==> config.mk <==
export PLATFORM = sky130hd
export DESIGN_NAME = pipe_stage_buf
export DESIGN_NICKNAME = d
export VERILOG_FILES = /design/src/rtl/cpu_pipe_pkg.sv /design/src/rtl/pipe_entry.sv /design/src/rtl/pipe_stage_buf.sv
export SDC_FILE = /design/constraint.sdc
export NUM_CORES = 1
export LEC_CHECK = 0
export CAP_MARGIN = 20
export CORE_MARGIN = 2
export CORE_UTILIZATION = 30
export DETAILED_ROUTE_END_ITERATION = 10
export GPL_ROUTABILITY_DRIVEN = 0
export SLEW_MARGIN = 40
export SYNTH_ARGS = -nofsm -noshare
export SYNTH_HDL_FRONTEND = slang
export SYNTH_SLANG_ARGS = --single-unit
==> constraint.sdc <==
create_clock -name clk -period 1.7 [get_ports clk]
set_input_delay 0.51 -clock clk [delete_from_list [all_inputs] [get_ports clk]]
set_output_delay 0.51 -clock clk [all_outputs]
set_load 0.1 [all_outputs]
==> src/rtl/cpu_pipe_pkg.sv <==
// Shared definitions for pipeline stage buffers: default payload widths,
// occupancy encoding and the saturating event-counter helper.
package cpu_pipe_pkg;

    localparam int DEF_DATA_W = 32;
    localparam int DEF_CTRL_W = 8;
    localparam int DEF_INFO_W = 32;
    localparam int CNT_W      = 16;

    typedef enum logic [1:0] {
        OCC_EMPTY = 2'd0,
        OCC_ONE   = 2'd1,
        OCC_TWO   = 2'd2
    } occ_e;

    function automatic logic [CNT_W-1:0] sat_inc(input logic [CNT_W-1:0] v);
        return (v == {CNT_W{1'b1}}) ? v : v + CNT_W'(1);
    endfunction

endpackage

==> src/rtl/pipe_entry.sv <==
// One buffer slot: valid bit plus payload. Clear makes the slot a NOP bubble
// but keeps the sideband so the stage still reports the last PC it held.
module pipe_entry
    import cpu_pipe_pkg::*;
#(
    parameter int CTRL_W = DEF_CTRL_W,
    parameter int DATA_W = DEF_DATA_W,
    parameter int INFO_W = DEF_INFO_W
) (
    input  logic              clk,
    input  logic              cpurst,
    input  logic              load,
    input  logic              clear,
    input  logic [CTRL_W-1:0] ld_ctrl,
    input  logic [DATA_W-1:0] ld_data,
    input  logic [INFO_W-1:0] ld_info,
    input  logic              ld_exp,
    output logic              valid,
    output logic [CTRL_W-1:0] ctrl,
    output logic [DATA_W-1:0] data,
    output logic [INFO_W-1:0] info,
    output logic              exp
);

    logic              valid_q, valid_d;
    logic [CTRL_W-1:0] ctrl_q, ctrl_d;
    logic [DATA_W-1:0] data_q, data_d;
    logic [INFO_W-1:0] info_q, info_d;
    logic              exp_q, exp_d;

    // Clear wins over load so a kill discards a beat arriving in the same cycle.
    always_comb begin
        valid_d = valid_q;
        ctrl_d  = ctrl_q;
        data_d  = data_q;
        info_d  = info_q;
        exp_d   = exp_q;
        if (clear) begin
            valid_d = 1'b0;
            ctrl_d  = '0;
            data_d  = '0;
            exp_d   = 1'b0;
        end else if (load) begin
            valid_d = 1'b1;
            ctrl_d  = ld_ctrl;
            data_d  = ld_data;
            info_d  = ld_info;
            exp_d   = ld_exp;
        end
    end

    always_ff @(posedge clk) begin
        if (cpurst) begin
            valid_q <= 1'b0;
            ctrl_q  <= '0;
            data_q  <= '0;
            info_q  <= '0;
            exp_q   <= 1'b0;
        end else begin
            valid_q <= valid_d;
            ctrl_q  <= ctrl_d;
            data_q  <= data_d;
            info_q  <= info_d;
            exp_q   <= exp_d;
        end
    end

    assign valid = valid_q;
    assign ctrl  = ctrl_q;
    assign data  = data_q;
    assign info  = info_q;
    assign exp   = exp_q;

endmodule

==> src/rtl/pipe_stage_buf.sv <==
// Pipeline stage register with optional two-entry skid buffer, flush/exception
// kill to a NOP bubble, and a saturating count of kill events.
module pipe_stage_buf
    import cpu_pipe_pkg::*;
#(
    parameter int DATA_W    = DEF_DATA_W,
    parameter int CTRL_W    = DEF_CTRL_W,
    parameter int INFO_W    = DEF_INFO_W,
    parameter int SKID      = 1,
    parameter int EXP_FLUSH = 1
) (
    input  logic              clk,
    input  logic              cpurst,
    input  logic              in_valid,
    output logic              in_ready,
    input  logic [CTRL_W-1:0] in_ctrl,
    input  logic [DATA_W-1:0] in_data,
    input  logic [INFO_W-1:0] in_info,
    input  logic              in_exp,
    input  logic              flush,
    output logic              out_valid,
    input  logic              out_ready,
    output logic [CTRL_W-1:0] out_ctrl,
    output logic [DATA_W-1:0] out_data,
    output logic [INFO_W-1:0] out_info,
    output logic              out_exp,
    output logic [CNT_W-1:0]  flush_cnt
);

    occ_e             occ_q, occ_d;
    logic [CNT_W-1:0] flush_cnt_q, flush_cnt_d;

    logic              accept, retire, kill;
    logic              head_load, head_clear, head_from_skid;
    logic              skid_load, skid_clear;

    logic              head_valid, head_exp;
    logic [CTRL_W-1:0] head_ctrl;
    logic [DATA_W-1:0] head_data;
    logic [INFO_W-1:0] head_info;

    logic              skid_valid, skid_exp;
    logic [CTRL_W-1:0] skid_ctrl;
    logic [DATA_W-1:0] skid_data;
    logic [INFO_W-1:0] skid_info;

    logic [CTRL_W-1:0] head_ld_ctrl;
    logic [DATA_W-1:0] head_ld_data;
    logic [INFO_W-1:0] head_ld_info;
    logic              head_ld_exp;

    // With the skid slot, in_ready is purely registered; without it, ready follows out_ready.
    assign in_ready = (SKID != 0) ? !skid_valid : (!head_valid || out_ready);
    assign accept   = in_valid && in_ready;
    assign retire   = head_valid && out_ready;
    assign kill     = flush || ((EXP_FLUSH != 0) && head_valid && head_exp);

    always_comb begin
        occ_d          = occ_q;
        head_load      = 1'b0;
        head_clear     = 1'b0;
        head_from_skid = 1'b0;
        skid_load      = 1'b0;
        skid_clear     = 1'b0;
        if (kill) begin
            occ_d      = OCC_EMPTY;
            head_clear = 1'b1;
            skid_clear = 1'b1;
        end else begin
            case (occ_q)
                OCC_EMPTY: begin
                    if (accept) begin
                        head_load = 1'b1;
                        occ_d     = OCC_ONE;
                    end
                end
                OCC_ONE: begin
                    if (accept && retire) begin
                        head_load = 1'b1;
                    end else if (accept && (SKID != 0)) begin
                        skid_load = 1'b1;
                        occ_d     = OCC_TWO;
                    end else if (retire) begin
                        head_clear = 1'b1;
                        occ_d      = OCC_EMPTY;
                    end
                end
                OCC_TWO: begin
                    if (retire) begin
                        head_load      = 1'b1;
                        head_from_skid = 1'b1;
                        skid_clear     = 1'b1;
                        occ_d          = OCC_ONE;
                    end
                end
                default: begin
                    occ_d      = OCC_EMPTY;
                    head_clear = 1'b1;
                    skid_clear = 1'b1;
                end
            endcase
        end
    end

    always_comb begin
        head_ld_ctrl = head_from_skid ? skid_ctrl : in_ctrl;
        head_ld_data = head_from_skid ? skid_data : in_data;
        head_ld_info = head_from_skid ? skid_info : in_info;
        head_ld_exp  = head_from_skid ? skid_exp  : in_exp;
        flush_cnt_d  = kill ? sat_inc(flush_cnt_q) : flush_cnt_q;
    end

    always_ff @(posedge clk) begin
        if (cpurst) begin
            occ_q       <= OCC_EMPTY;
            flush_cnt_q <= '0;
        end else begin
            occ_q       <= occ_d;
            flush_cnt_q <= flush_cnt_d;
        end
    end

    pipe_entry #(
        .CTRL_W (CTRL_W),
        .DATA_W (DATA_W),
        .INFO_W (INFO_W)
    ) u_head (
        .clk     (clk),
        .cpurst  (cpurst),
        .load    (head_load),
        .clear   (head_clear),
        .ld_ctrl (head_ld_ctrl),
        .ld_data (head_ld_data),
        .ld_info (head_ld_info),
        .ld_exp  (head_ld_exp),
        .valid   (head_valid),
        .ctrl    (head_ctrl),
        .data    (head_data),
        .info    (head_info),
        .exp     (head_exp)
    );

    generate
        if (SKID != 0) begin : g_skid
            pipe_entry #(
                .CTRL_W (CTRL_W),
                .DATA_W (DATA_W),
                .INFO_W (INFO_W)
            ) u_skid (
                .clk     (clk),
                .cpurst  (cpurst),
                .load    (skid_load),
                .clear   (skid_clear),
                .ld_ctrl (in_ctrl),
                .ld_data (in_data),
                .ld_info (in_info),
                .ld_exp  (in_exp),
                .valid   (skid_valid),
                .ctrl    (skid_ctrl),
                .data    (skid_data),
                .info    (skid_info),
                .exp     (skid_exp)
            );
        end else begin : g_noskid
            logic unused_skid_ctl;
            assign unused_skid_ctl = skid_load | skid_clear;
            assign skid_valid = 1'b0;
            assign skid_ctrl  = '0;
            assign skid_data  = '0;
            assign skid_info  = '0;
            assign skid_exp   = 1'b0;
        end
    endgenerate

    assign out_valid = head_valid;
    assign out_ctrl  = head_ctrl;
    assign out_data  = head_data;
    assign out_info  = head_info;
    assign out_exp   = head_exp;
    assign flush_cnt = flush_cnt_q;

endmodule
---- Yosys cells after proc, flatten, opt, wreduce, memory -nomap -nowiden ----
Cells that the tools add are included.
word-level totals
  register bits after elaboration ......... 166
  bits of input ports ..................... 78
  word-level logic and storage cells ...... 65
cells by class
  $add $sub $neg .......................... 1
  equal/unequal tests ..................... 7
  multiplexer cells ....................... 26
  bitwise gates (word level) .............. 3
  reductions and logical operators ........ 16
operator list
  operator               count
  $mux 32                2
  $add 16x1->16 const B  1
  $eq 16x16->1 const B   1
  $mux 1                 14
  $mux 2                 5
  $reduce_or 2->1        5
  $mux 8                 1
  $ne 2x2->1 const B     3
  $pmux 2 s3             1
  $reduce_and 2->1       3
  $logic_and 1x1->1      4
  $pmux 1 s2             2
  $reduce_and 4->1       1
  $ne 3x3->1 const B     1
  $not 1->1              3
  $pmux 1 s3             1
  $eq 2x1->1 const B     1
  $eq 2x2->1 const B     1
  $logic_not 2->1        1
  $logic_not 1->1        1
  $logic_or 1x1->1       1

---- Logic depth before layout (Yosys ltp) ----
Gate-level depths: netlist of run 1.
  depth after elaboration ................. 8
  depth in mapped cells ................... 7
  gate-level depth less buffers ........... 5

---- By module ----
From an unflattened synthesis of run 1, not the netlist that was laid out.
unflattened totals
  cell total of the unflattened synthesis .. 767
  area total of the unflattened synthesis .. 7891.3 um^2
by module, submodules not included
  module          times used  cells each  area each (um^2)
  pipe_entry      2           282         2986.6
  pipe_stage_buf  1           203         1918.1

---- Least setup slack after synthesis of run 1 ----
Ideal clock, no wire load.
  path type ............................... register -> register
  start point ............................. register flush_cnt_q[4] (netlist: flush_cnt[4])
  end point ............................... register flush_cnt_q[9] (netlist: flush_cnt[9])
  setup time .............................. 0.070 ns
  arrival ................................. 2.275 ns
  path slack .............................. -0.646 ns
  cell stages (with the launch flop) ...... 5
  path buffers ............................ 0
  cell sequence ........................... dfxtp_1 > and4_1 > nand2_1 > or4_2 > a21oi_1
on the way
  word-level cells in the longest chain between the ends .. 3
  elaborated cells between the ends (all ways) .. 4
ends and longest elaborated chain
  element                                                RTL line               RTL
  from (decl)                                            pipe_stage_buf.sv:31   logic [CNT_W-1:0] flush_cnt_q, flush_cnt_d;
  from (signal assigned)                                 pipe_stage_buf.sv:119  flush_cnt_q <= flush_cnt_d;
  branches (longest 3 deep; another with $add 16x1->16)  --
Several ways; the timed one is not identified.
A chain may end at the register's enable or synchronous reset.

---- Worst setup path after layout of run 1 ----
  start point ............................. register occ_q[1]
  end point ............................... register u_head.data_q[16] (netlist: u_head.data[16])
on the way
  word-level cells in the longest chain between the ends .. 5
  elaborated cells between the ends (all ways) .. 12
ends and longest elaborated chain
  element                                        RTL line               RTL
  from (decl)                                    pipe_stage_buf.sv:30   occ_e occ_q, occ_d;
  from (signal assigned)                         pipe_stage_buf.sv:115  occ_q <= OCC_EMPTY;
  from (signal assigned)                         pipe_stage_buf.sv:118  occ_q <= occ_d;
  $eq 2x2->1 or $logic_not 2->1 (tied branches)  pipe_stage_buf.sv:70   case (occ_q)
  $reduce_or 2->1 (no line)                      --
  $pmux 1 s2                                     pipe_stage_buf.sv:70
  $mux 1                                         pipe_stage_buf.sv:65   if (kill) begin
  $reduce_or 2->1 (no line)                      --
  to (signal assigned)                           pipe_entry.sv:62       data_q <= data_d;
  to (decl)                                      pipe_entry.sv:27       logic [DATA_W-1:0] data_q, data_d;
Parallel ways exist; a longest one is shown, timed or not.

==> results of run 1 <==
==> cells in the mapped netlist (2+ instances only) <==
master,n
nand2_1,226
dfxtp_1,166
a21oi_1,161
nand3_1,82
a311oi_2,60
buf_2,38
clkbuf_1,32
a311oi_1,13
buf_6,8
o31ai_1,8
inv_1,7
or4_1,6
buf_4,4
o21ai_0,4
and3_1,3
and4_1,3
nand4_1,3
nor2_1,3
nor3_1,3
nor4_1,3
o311ai_0,3
o41ai_1,3
and2_1,2
nor3b_1,2
o21a_1,2
or3_1,2
or3_2,2
==> layout make-up <==
type / count / area, um2
well taps: 324 / 405
inverters: 7 / 26.3
clock inverters: 7 / 113
clock buffers: 23 / 522
fillers: 2216 / 12300
flip-flops and latches: 166 / 3390
repair buffers: 249 / 3700
multi-input cells: 611 / 3770
==> kinds of logic after synthesis <==
family	count (synthesis)	share of synthesized area (%)
flops	166	45.0
xor+xnor	1	0.119
simple gates	347	20.7
mux	1	0.136
fa+ha+maj	1	0.170
buf+inv	90	6.24
compound gates	261	27.6
==> registers in the layout, indices dropped and copies added (netlist names) <==
name / flops
g_skid.u_skid.valid: 1
g_skid.u_skid.ctrl: 8
u_head.valid: 1
u_head.info: 32
g_skid.u_skid.info: 32
g_skid.u_skid.data: 32
occ_q: 2
u_head.data: 32
flush_cnt: 16
u_head.exp: 1
g_skid.u_skid.exp: 1
u_head.ctrl: 8
==> power groups by stage <==
stage / Clock, uW / Combinational [uW] / Sequential (uW)
2_1_floorplan: 0 / 555 / 4800
3_3_place_gp: 0 / 2010 / 4190
3_5_place_dp: 0 / 2030 / 4190
4_1_cts: 4240 / 2210 / 4110
5_1_grt: 4400 / 2310 / 4110
6_report: 4140 / 2200 / 4100
==> worst min-delay path by stage <==
stage / start / slack [ps] / cells after the start / end
2_1_floorplan: g_skid.u_skid.ctrl[0]$_SDFFE_PP0P_ / 440 / 2 / g_skid.u_skid.ctrl[0]$_SDFFE_PP0P_
3_3_place_gp: g_skid.u_skid.data[28]$_SDFFE_PP0P_ / 440 / 2 / g_skid.u_skid.data[28]$_SDFFE_PP0P_
3_5_place_dp: g_skid.u_skid.data[31]$_SDFFE_PP0P_ / 450 / 2 / g_skid.u_skid.data[31]$_SDFFE_PP0P_
4_1_cts: cpurst / 330 / 2 / flush_cnt[4]$_SDFFE_PP0P_
5_1_grt: cpurst / 330 / 2 / flush_cnt[5]$_SDFFE_PP0P_
6_report: cpurst / 350 / 2 / flush_cnt[4]$_SDFFE_PP0P_
==> critical path, stage by stage, from the launching register on <==
cell	delay, ps
dfxtp_2	330
buf_6	110
and4b_4	190
o21bai_4	180
buf_6	130
and2_4	170
buf_12	130
buf_12	120
buf_16	130
a311oi_2	210
==> per-layer routing <==
layer	track usage [%]	wire, um
met5	0	0
met1	25.1	11000
met3	4.05	1230
met2	28.6	11200
met4	4.99	289
==> per-stage QoR <==
stage	setup slack [ps]	std cells	TNS, ps
detailed placement	-664	1334	-82810
finish	-89.7	1387	-3690
global route	-140	1387	-11330
floorplan	-54.4	867	-377
CTS	-107	1388	-3120
global placement	-601	1334	-77310
==> placed cells by master (no fill, tap or decap), types with 4 or more instances in the layout <==
cell type and count:
buf_6 6, dfxtp_4 18, nand3_1 80, clkbuf_16 21, buf_4 43, o31ai_1 8
inv_1 7, o21ai_0 4, a21oi_1 160, dfxtp_1 145, or4_1 6, a311oi_2 71
buf_16 7, clkdlybuf4s50_1 73, buf_12 115, nand2_1 223
==> what timing repair did <==
item	4_1_cts	5_1_grt
buffers inserted	16	3
gates resized for setup	29	13
endpoints found under the setup margin	113	153
cloned	8	1
endpoints found under the hold margin	0	0
pin swaps	6	8
==> impl_metrics.json, run 1 <==
{
  "power.share.switching_pct": 28.3,
  "crit_fanout": 5,
  "switchingPower_uw": 2960,
  "vias_per_cell": 5.12,
  "p_int_uw": 7480,
  "syn-mean-instance-area_um2": 8.51,
  "yosys_most_used_dff": "dfxtp_1",
  "status": "finished, violations left",
  "htreeDepth": 4,
  "io_pins": 169,
  "start_util_pct": 30.4,
  "p_per_area_nw_per_um2": 876,
  "clock_path_buffers": 2,
  "vias": 7095,
  "critPathCapture": "u_head.data[16]$_SDFFE_PP0P_",
  "relSlewSlack_pct": 75.6,
  "critPathLaunchType": "flip-flop",
  "cts.clk_slew.worst_paths_ps": 60,
  "die_w_um": 161,
  "synth_edf_count": 0,
  "die_h_um": 161,
  "total_power_uw": 10400,
  "post_drt_wl_per_cell_um": 17.1,
  "core_region_area_um2": 24200,
  "ys_async_sr_fraction_pct": 0,
  "endpoint_kind": "flip-flop",
  "synth.yosys.seq_area_share_pct": 45.0,
  "synth_area_leaders": "dfxtp_1 45%, a311oi_2 12%, nand2_1 11%",
  "cp.arrival_ps": 2130,
  "setup-violations-final": 99,
  "period_needed_ps": 1790,
  "final_core_util_pct": 49.2,
  "yosysTopAreaCellShare_pct": 45.0,
  "insertion_delay_ps": 420,
  "grt_max_degree": 55,
  "final_area_um2": 11900,
  "io_buffers": 168,
  "postCtsHoldBufs": 0,
  "drc_errors": 0,
  "crit_type": "flip-flop to flip-flop",
  "violations": "negative setup slack",
  "dieArea_um2": 25900,
  "clock.fmax_mhz": 559,
  "cts_tree": "yes",
  "row_count": 57,
  "rsz0062_at_grt": "yes",
  "ant_nets": 0,
  "comb_power_share_pct": 21.1,
  "drv_cap": 0,
  "synth_cells": 867,
  "netlist_area_um2": 7380,
  "clock_sinks": 166,
  "drv_slew": 0,
  "drt-initial-drc-count": 444,
  "post-route-period-util_pct": 105,
  "worstMarginPinSlew_ps": 363,
  "dpl.hpwl_um": 14800,
  "cp-startpoint": "occ_q[1]$_SDFFE_PP0P_",
  "r2r_cells": 9,
  "vdd_drop_max_mv": 0.546,
  "syn_nets": 946,
  "hold_path_class": "input port to flip-flop",
  "yosysWarningCount": 0,
  "r2r_start": "occ_q[1]$_SDFFE_PP0P_",
  "p_leak_uw": 0.00410,
  "area_growth_pct": 61.6,
  "grt_pass1_vias": 6793,
  "drive_gt1_share_pct": 29.8,
  "grt_overflow": 0,
  "ys_ff_latch": 166,
  "yosysUniqueCellTypes": 45,
  "antenna_found_initial": 0,
  "clkPwrFrac_pct": 39.6,
  "timing.rr.end": "u_head.data[16]$_SDFFE_PP0P_",
  "cts_buffers": 17,
  "hold_viol_final": 0,
  "required_ps": 2040,
  "synth_top_area_cell": "dfxtp_1",
  "post-route-worst-setup-slack_ps": -89.7,
  "worst_hold_slack_ps": 345,
  "placed_area_um2": 10800,
  "dr.pass1.iters": 5,
  "antenna_cells": 0,
  "pwr-share-seq_pct": 39.3,
  "timing.reg2reg.setup_slack_ps": -90,
  "grt_pass1_wl_um": 37600,
  "cts.root.buffer_cell": "clkbuf_16",
  "drt-total-wl_um": 23700,
  "finalClockSkew_ps": 5.63,
  "finalNetCount": 1131,
  "grt_usage_pct": 18.2
}
Note: power is estimated with default switching activity, not from simulation.
==> run 2: changes to the inputs <==
--- a/config.mk
+++ b/config.mk
@@ -9,7 +9,9 @@
 export CORE_MARGIN = 2
 export CORE_UTILIZATION = 30
 export DETAILED_ROUTE_END_ITERATION = 10
+export DONT_BUFFER_PORTS = 1
 export GPL_ROUTABILITY_DRIVEN = 0
+export SETUP_SLACK_MARGIN = 0.4
 export SLEW_MARGIN = 40
 export SYNTH_ARGS = -nofsm -noshare
 export SYNTH_HDL_FRONTEND = slang
==> run 2 against run 1 <==
Effect of this change: the run still ends with negative setup slack left; routed wire length is 13% higher; first-iteration DRC count is 2.0% higher; core utilization is 2.0 points lower; clock skew is 5.0 ps higher; count of clock-buffer cells in the layout is 1 lower; via count is 2.8% lower; clock power is 1% lower; final cell count is 8.7% lower; register-to-register slack better by 90 ps.
==> impl_metrics.json, run 2 (synthesis gave the netlist of run 1 again) <==
{
  "period_needed_ps": 1700,
  "clock.fmax_mhz": 587,
  "final_common_cell": "nand2_1",
  "io_pins": 169,
  "dieArea_um2": 25900,
  "worst-path-buf-inv": 2,
  "status": "finished, violations left",
  "clock_sinks": 166,
  "grt_usage_pct": 16.8,
  "clock_path_buffers": 2,
  "drv_slew": 0,
  "post-place-ws_ps": -134,
  "required_ps": 1990,
  "start_util_pct": 30.4,
  "grt_pass1_vias": 6153,
  "setup-violations-final": 1,
  "crit_fanout": 12,
  "hold_path_class": "input port to flip-flop",
  "final_cells": 1266,
  "drt-initial-drc-count": 453,
  "post-route-period-util_pct": 100,
  "htreeDepth": 4,
  "wl_met3_um": 1900,
  "antenna_found_initial": 0,
  "critPathLaunchType": "flip-flop",
  "finalNetCount": 1008,
  "grt_pass1_wl_um": 34500,
  "drv_cap": 0,
  "drt-total-wl_um": 26800,
  "cts_buffers": 17,
  "drive_gt1_share_pct": 53.4,
  "violations": "negative setup slack",
  "p_per_area_nw_per_um2": 860,
  "wl_met2_um": 13400,
  "tns_ps": -2.80,
  "multiInputGateArea_um2": 4690,
  "antenna_cells": 0,
  "cp.arrival_ps": 2000,
  "regArea_um2": 3660,
  "endpoint_kind": "flip-flop",
  "post_drt_wl_per_cell_um": 21.2,
  "crit_type": "flip-flop to flip-flop",
  "cts.clk_slew.worst_paths_ps": 70,
  "cts.root.buffer_cell": "clkbuf_16",
  "grt_overflow": 0,
  "cts_tree": "yes",
  "post-route-worst-setup-slack_ps": -2.80,
  "core_region_area_um2": 24200,
  "worstMarginPinSlew_ps": 356,
  "finalClockSkew_ps": 10.6,
  "timing.reg2reg.setup_slack_ps": -3,
  "dr.pass1.iters": 4,
  "placed_cells": 1165,
  "final_cell_mix": "150 x nand2_1, 90 x dfxtp_4, 84 x a21oi_1, 78 x nand3_1, 75 x a21oi_2",
  "relSlewSlack_pct": 76.3,
  "vias": 6895,
  "drc_errors": 0,
  "die_w_um": 161,
  "final_area_um2": 11400,
  "slowest_stage": "or3b_4",
  "row_count": 57,
  "insertion_delay_ps": 420,
  "p_leak_uw": 0.00382,
  "fillers": 2188,
  "cp_common_cell": "buf_12",
  "critical-path-max-stage-delay_ps": 400,
  "crit_family": "simple AND/OR/NAND/NOR gates",
  "top_layer_used": "met4",
  "placed_area_um2": 8260,
  "ant_nets": 0,
  "rsz0062_at_grt": "yes",
  "dpl.hpwl_um": 12900,
  "die_h_um": 161,
  "vias_per_cell": 5.45,
  "wl_met1_um": 11100,
  "area_growth_pct": 55.0,
  "io_buffers": 0,
  "hold_viol_final": 0,
  "grt_max_degree": 84,
  "crit_chain": "or3b_4 -> o21bai_4 -> and2_4 -> buf_12 -> buf_12 -> a311oi_2",
  "vdd_drop_max_mv": 0.598
}
## run 2: final timing paths
path / from / end / cells after the start
worst max-delay path: occ_q[1]$_SDFFE_PP0P_ / u_head.info[24]$_SDFFE_PP0P_ / 6
worst min-delay path: cpurst / flush_cnt[10]$_SDFFE_PP0P_ / 1
worst max register to register: occ_q[1]$_SDFFE_PP0P_ / u_head.info[24]$_SDFFE_PP0P_ / 6
worst min register to register: g_skid.u_skid.data[1]$_SDFFE_PP0P_ / g_skid.u_skid.data[1]$_SDFFE_PP0P_ / 2
## run 2: stage by stage
step                hold WS [ps]  util, %  power, uW
CTS                          132     39.3       9660
global placement             437     34.1       5530
global route                 126     47.2      10200
detailed placement           441     34.1       5540
finish                       142     47.2       9830
floorplan                    437        -       5380
## run 2: power breakdown
| part | internal [uW] | switching (uW) |
|---|---|---|
| Combinational | 496 | 580 |
| Clock | 2410 | 1670 |
| Sequential | 3940 | 745 |
## run 2: repair_timing
item | CTS | global route
resized for setup | 134 | 274
cloned | 3 | 26
setup endpoints to repair | 255 | 257
endpoints found under the hold margin | 0 | 0
hold buffers | 0 | 0
pin swaps | 3 | 154
setup buffers | 15 | 25
## run 2: cell type report
type | instances | share of cell area [%]
Timing Repair Buffer | 126 | 17.8
Clock buffer | 22 | 4.06
Tap cell | 324 | 3.54
Inverter | 7 | 0.263
Clock inverter | 10 | 1.28
Multi-Input combinational cell | 611 | 41.0
Sequential cell | 166 | 32.0
## run 2: metal layers
metal  up-vias  global-route usage (%)
met5         -                       0
met4         0                    5.40
met3        28                    5.24
met2       196                    28.0
met1      3404                    20.8
li1       3267                       -
==> run 3: changes to the inputs <==
==> constraint.sdc (replaced) <==
create_clock -name clk -period 1.5 [get_ports clk]
set_input_delay 0.45 -clock clk [delete_from_list [all_inputs] [get_ports clk]]
set_output_delay 0.45 -clock clk [all_outputs]
set_load 0.1 [all_outputs]
==> run 3 against run 2 <==
Effect of this change: the flow still finishes with violations (negative setup slack); final area increased by 11%; sequential share of layout area decreased by 4.6 points; highest routed layer unchanged; die area unchanged; core utilization increased by 5.1 points; count of clock-buffer cells in the layout unchanged; critical path depth unchanged; first-iteration DRC count increased by 24%; sequential power about the same; register-to-register slack got worse by 240 ps.
==> impl_metrics.json, run 3 (synthesis gave the netlist of run 1 again) <==
{
  "status": "finished, violations left",
  "violations": "negative setup slack",
  "grt_pass1_wl_um": 37900,
  "final_cell_mix": "176 x nand2_1, 123 x buf_12, 112 x a21oi_1, 78 x nand3_1, 77 x dfxtp_1",
  "post-route-worst-setup-slack_ps": -241,
  "worst-path-buf-inv": 2,
  "vdd_drop_max_mv": 0.548,
  "crit_type": "flip-flop to flip-flop",
  "drc_errors": 0,
  "endpoint_kind": "flip-flop",
  "area_growth_pct": 71.9,
  "p_leak_uw": 0.00443,
  "crit_family": "compound AO/OA/AOI/OAI gates",
  "drive_gt1_share_pct": 53.7,
  "dpl.hpwl_um": 13800,
  "total_power_uw": 11400,
  "hold_path_class": "input port to flip-flop",
  "period_needed_ps": 1740,
  "htreeDepth": 4,
  "clock_sinks": 166,
  "cp.arrival_ps": 2060,
  "worstHoldStart": "cpurst",
  "cts.root.buffer_cell": "clkbuf_16",
  "pwr-share-seq_pct": 40.9,
  "antenna_cells": 0,
  "core_region_area_um2": 24200,
  "row_count": 57,
  "setup-violations-final": 165,
  "io_buffers": 0,
  "r2r_start": "occ_q[1]$_SDFFE_PP0P_",
  "finalClockSkew_ps": 11.3,
  "final_common_cell": "nand2_1",
  "slowest_stage": "or3b_4",
  "drt-total-wl_um": 28500,
  "switchingPower_uw": 3470,
  "cts_tree": "yes",
  "clock.fmax_mhz": 574,
  "clock_path_buffers": 2,
  "power.share.switching_pct": 30.6,
  "hold_viol_final": 0,
  "placed_area_um2": 8930,
  "p_int_uw": 7890,
  "worstMarginPinSlew_ps": 355,
  "rsz0062_at_grt": "yes",
  "finalNetCount": 1113,
  "drt-initial-drc-count": 561,
  "cts_buffers": 17,
  "insertion_delay_ps": 420,
  "comb_power_share_pct": 21.8,
  "drv_cap": 0,
  "vias_per_cell": 5.37,
  "post_drt_wl_per_cell_um": 20.8,
  "die_w_um": 161,
  "vias": 7367,
  "cts.clk_slew.worst_paths_ps": 70,
  "antenna_found_initial": 0,
  "io_pins": 169,
  "drv_slew": 0,
  "final_area_um2": 12700,
  "dieArea_um2": 25900,
  "relSlewSlack_pct": 76.2,
  "grt_usage_pct": 18.6,
  "critPathLaunchType": "flip-flop",
  "grt_max_degree": 84,
  "post-route-period-util_pct": 116,
  "dr.pass1.iters": 5,
  "crit_fanout": 10,
  "fillers": 2112,
  "critical-path-max-stage-delay_ps": 380,
  "start_util_pct": 30.4,
  "required_ps": 1820,
  "p_per_area_nw_per_um2": 896,
  "cp-startpoint": "occ_q[1]$_SDFFE_PP0P_",
  "grt_pass1_vias": 6653,
  "die_h_um": 161,
  "grt_overflow": 0,
  "clkPwrFrac_pct": 37.3,
  "crit_chain": "or3b_4 -> o21bai_4 -> buf_12 -> clkbuf_16 -> a21oi_1 -> a311oi_2",
  "ant_nets": 0
}
run 3: cell types whose count changed in the layout (fill, tap and decap cells not counted), sizes merged:
cell      delta
inv          +2
clkinv       +2
bufinv       -3
buf        +110
clkinvlp     -1
clkbuf       -5
run 3: metal layers:
layer | part of all wire [%] | routed length [um] | track usage [%] | vias to the layer above
met3 | 6.2 | 1780 | 5.32 | 32
met1 | 42 | 12100 | 24.0 | 3661
li1 | - | - | - | 3457
met5 | 0 | 0 | 0 | -
met4 | 1.8 | 526 | 5.07 | 0
met2 | 50 | 14200 | 30.5 | 217
run 3: worst paths after layout:
kind	cells past startpoint	slack (ps)	end
max	6	-240	u_head.info[20]$_SDFFE_PP0P_
min	1	90	u_head.info[16]$_SDFFE_PP0P_
max reg2reg	6	-240	u_head.info[20]$_SDFFE_PP0P_
min reg2reg	2	450	g_skid.u_skid.info[10]$_SDFFE_PP0P_
run 3: power by group through the flow:
stage               combinational, uW  clock (uW)  sequential [uW]
finish                           2470        4240             4650
global route                     2560        4520             4660
CTS                              2000        4310             4570
detailed placement               1770           0             4670
global placement                 1760           0             4670
floorplan                         622           0             5440
run 3: final cells by class:
| type | instances | area (um2) | area share, % |
|---|---|---|---|
| multi-input cells | 611 | 4260 | 33.6 |
| repair buffers | 231 | 3950 | 31.1 |
| flip-flops and latches | 166 | 3480 | 27.5 |
| clock buffers | 22 | 495 | 3.91 |
| well taps | 324 | 405 | 3.20 |
| clock inverters | 10 | 67.6 | 0.533 |
| inverters | 7 | 26.3 | 0.207 |
run 3: what timing repair did:
| item | 4_1_cts | 5_1_grt |
|---|---|---|
| cloned | 13 | 17 |
| setup buffers | 19 | 31 |
| hold buffers | 0 | 0 |
| endpoints found under the setup margin | 257 | 257 |
| resized for setup | 91 | 450 |
| pin swaps | 17 | 59 |
run 3: through the flow:
step / setup TNS (ps) / hold WS, ps / cells / utilization [%] / worst slack, ps
floorplan: -14590 / 437 / 867 / - / -190
global placement: -23880 / 436 / 1259 / 36.8 / -284
detailed placement: -27210 / 441 / 1259 / 36.8 / -320
CTS: -19780 / 78.4 / 1323 / 43.0 / -176
global route: -30080 / 77.6 / 1371 / 52.3 / -288
finish: -20950 / 87.4 / 1371 / 52.3 / -241
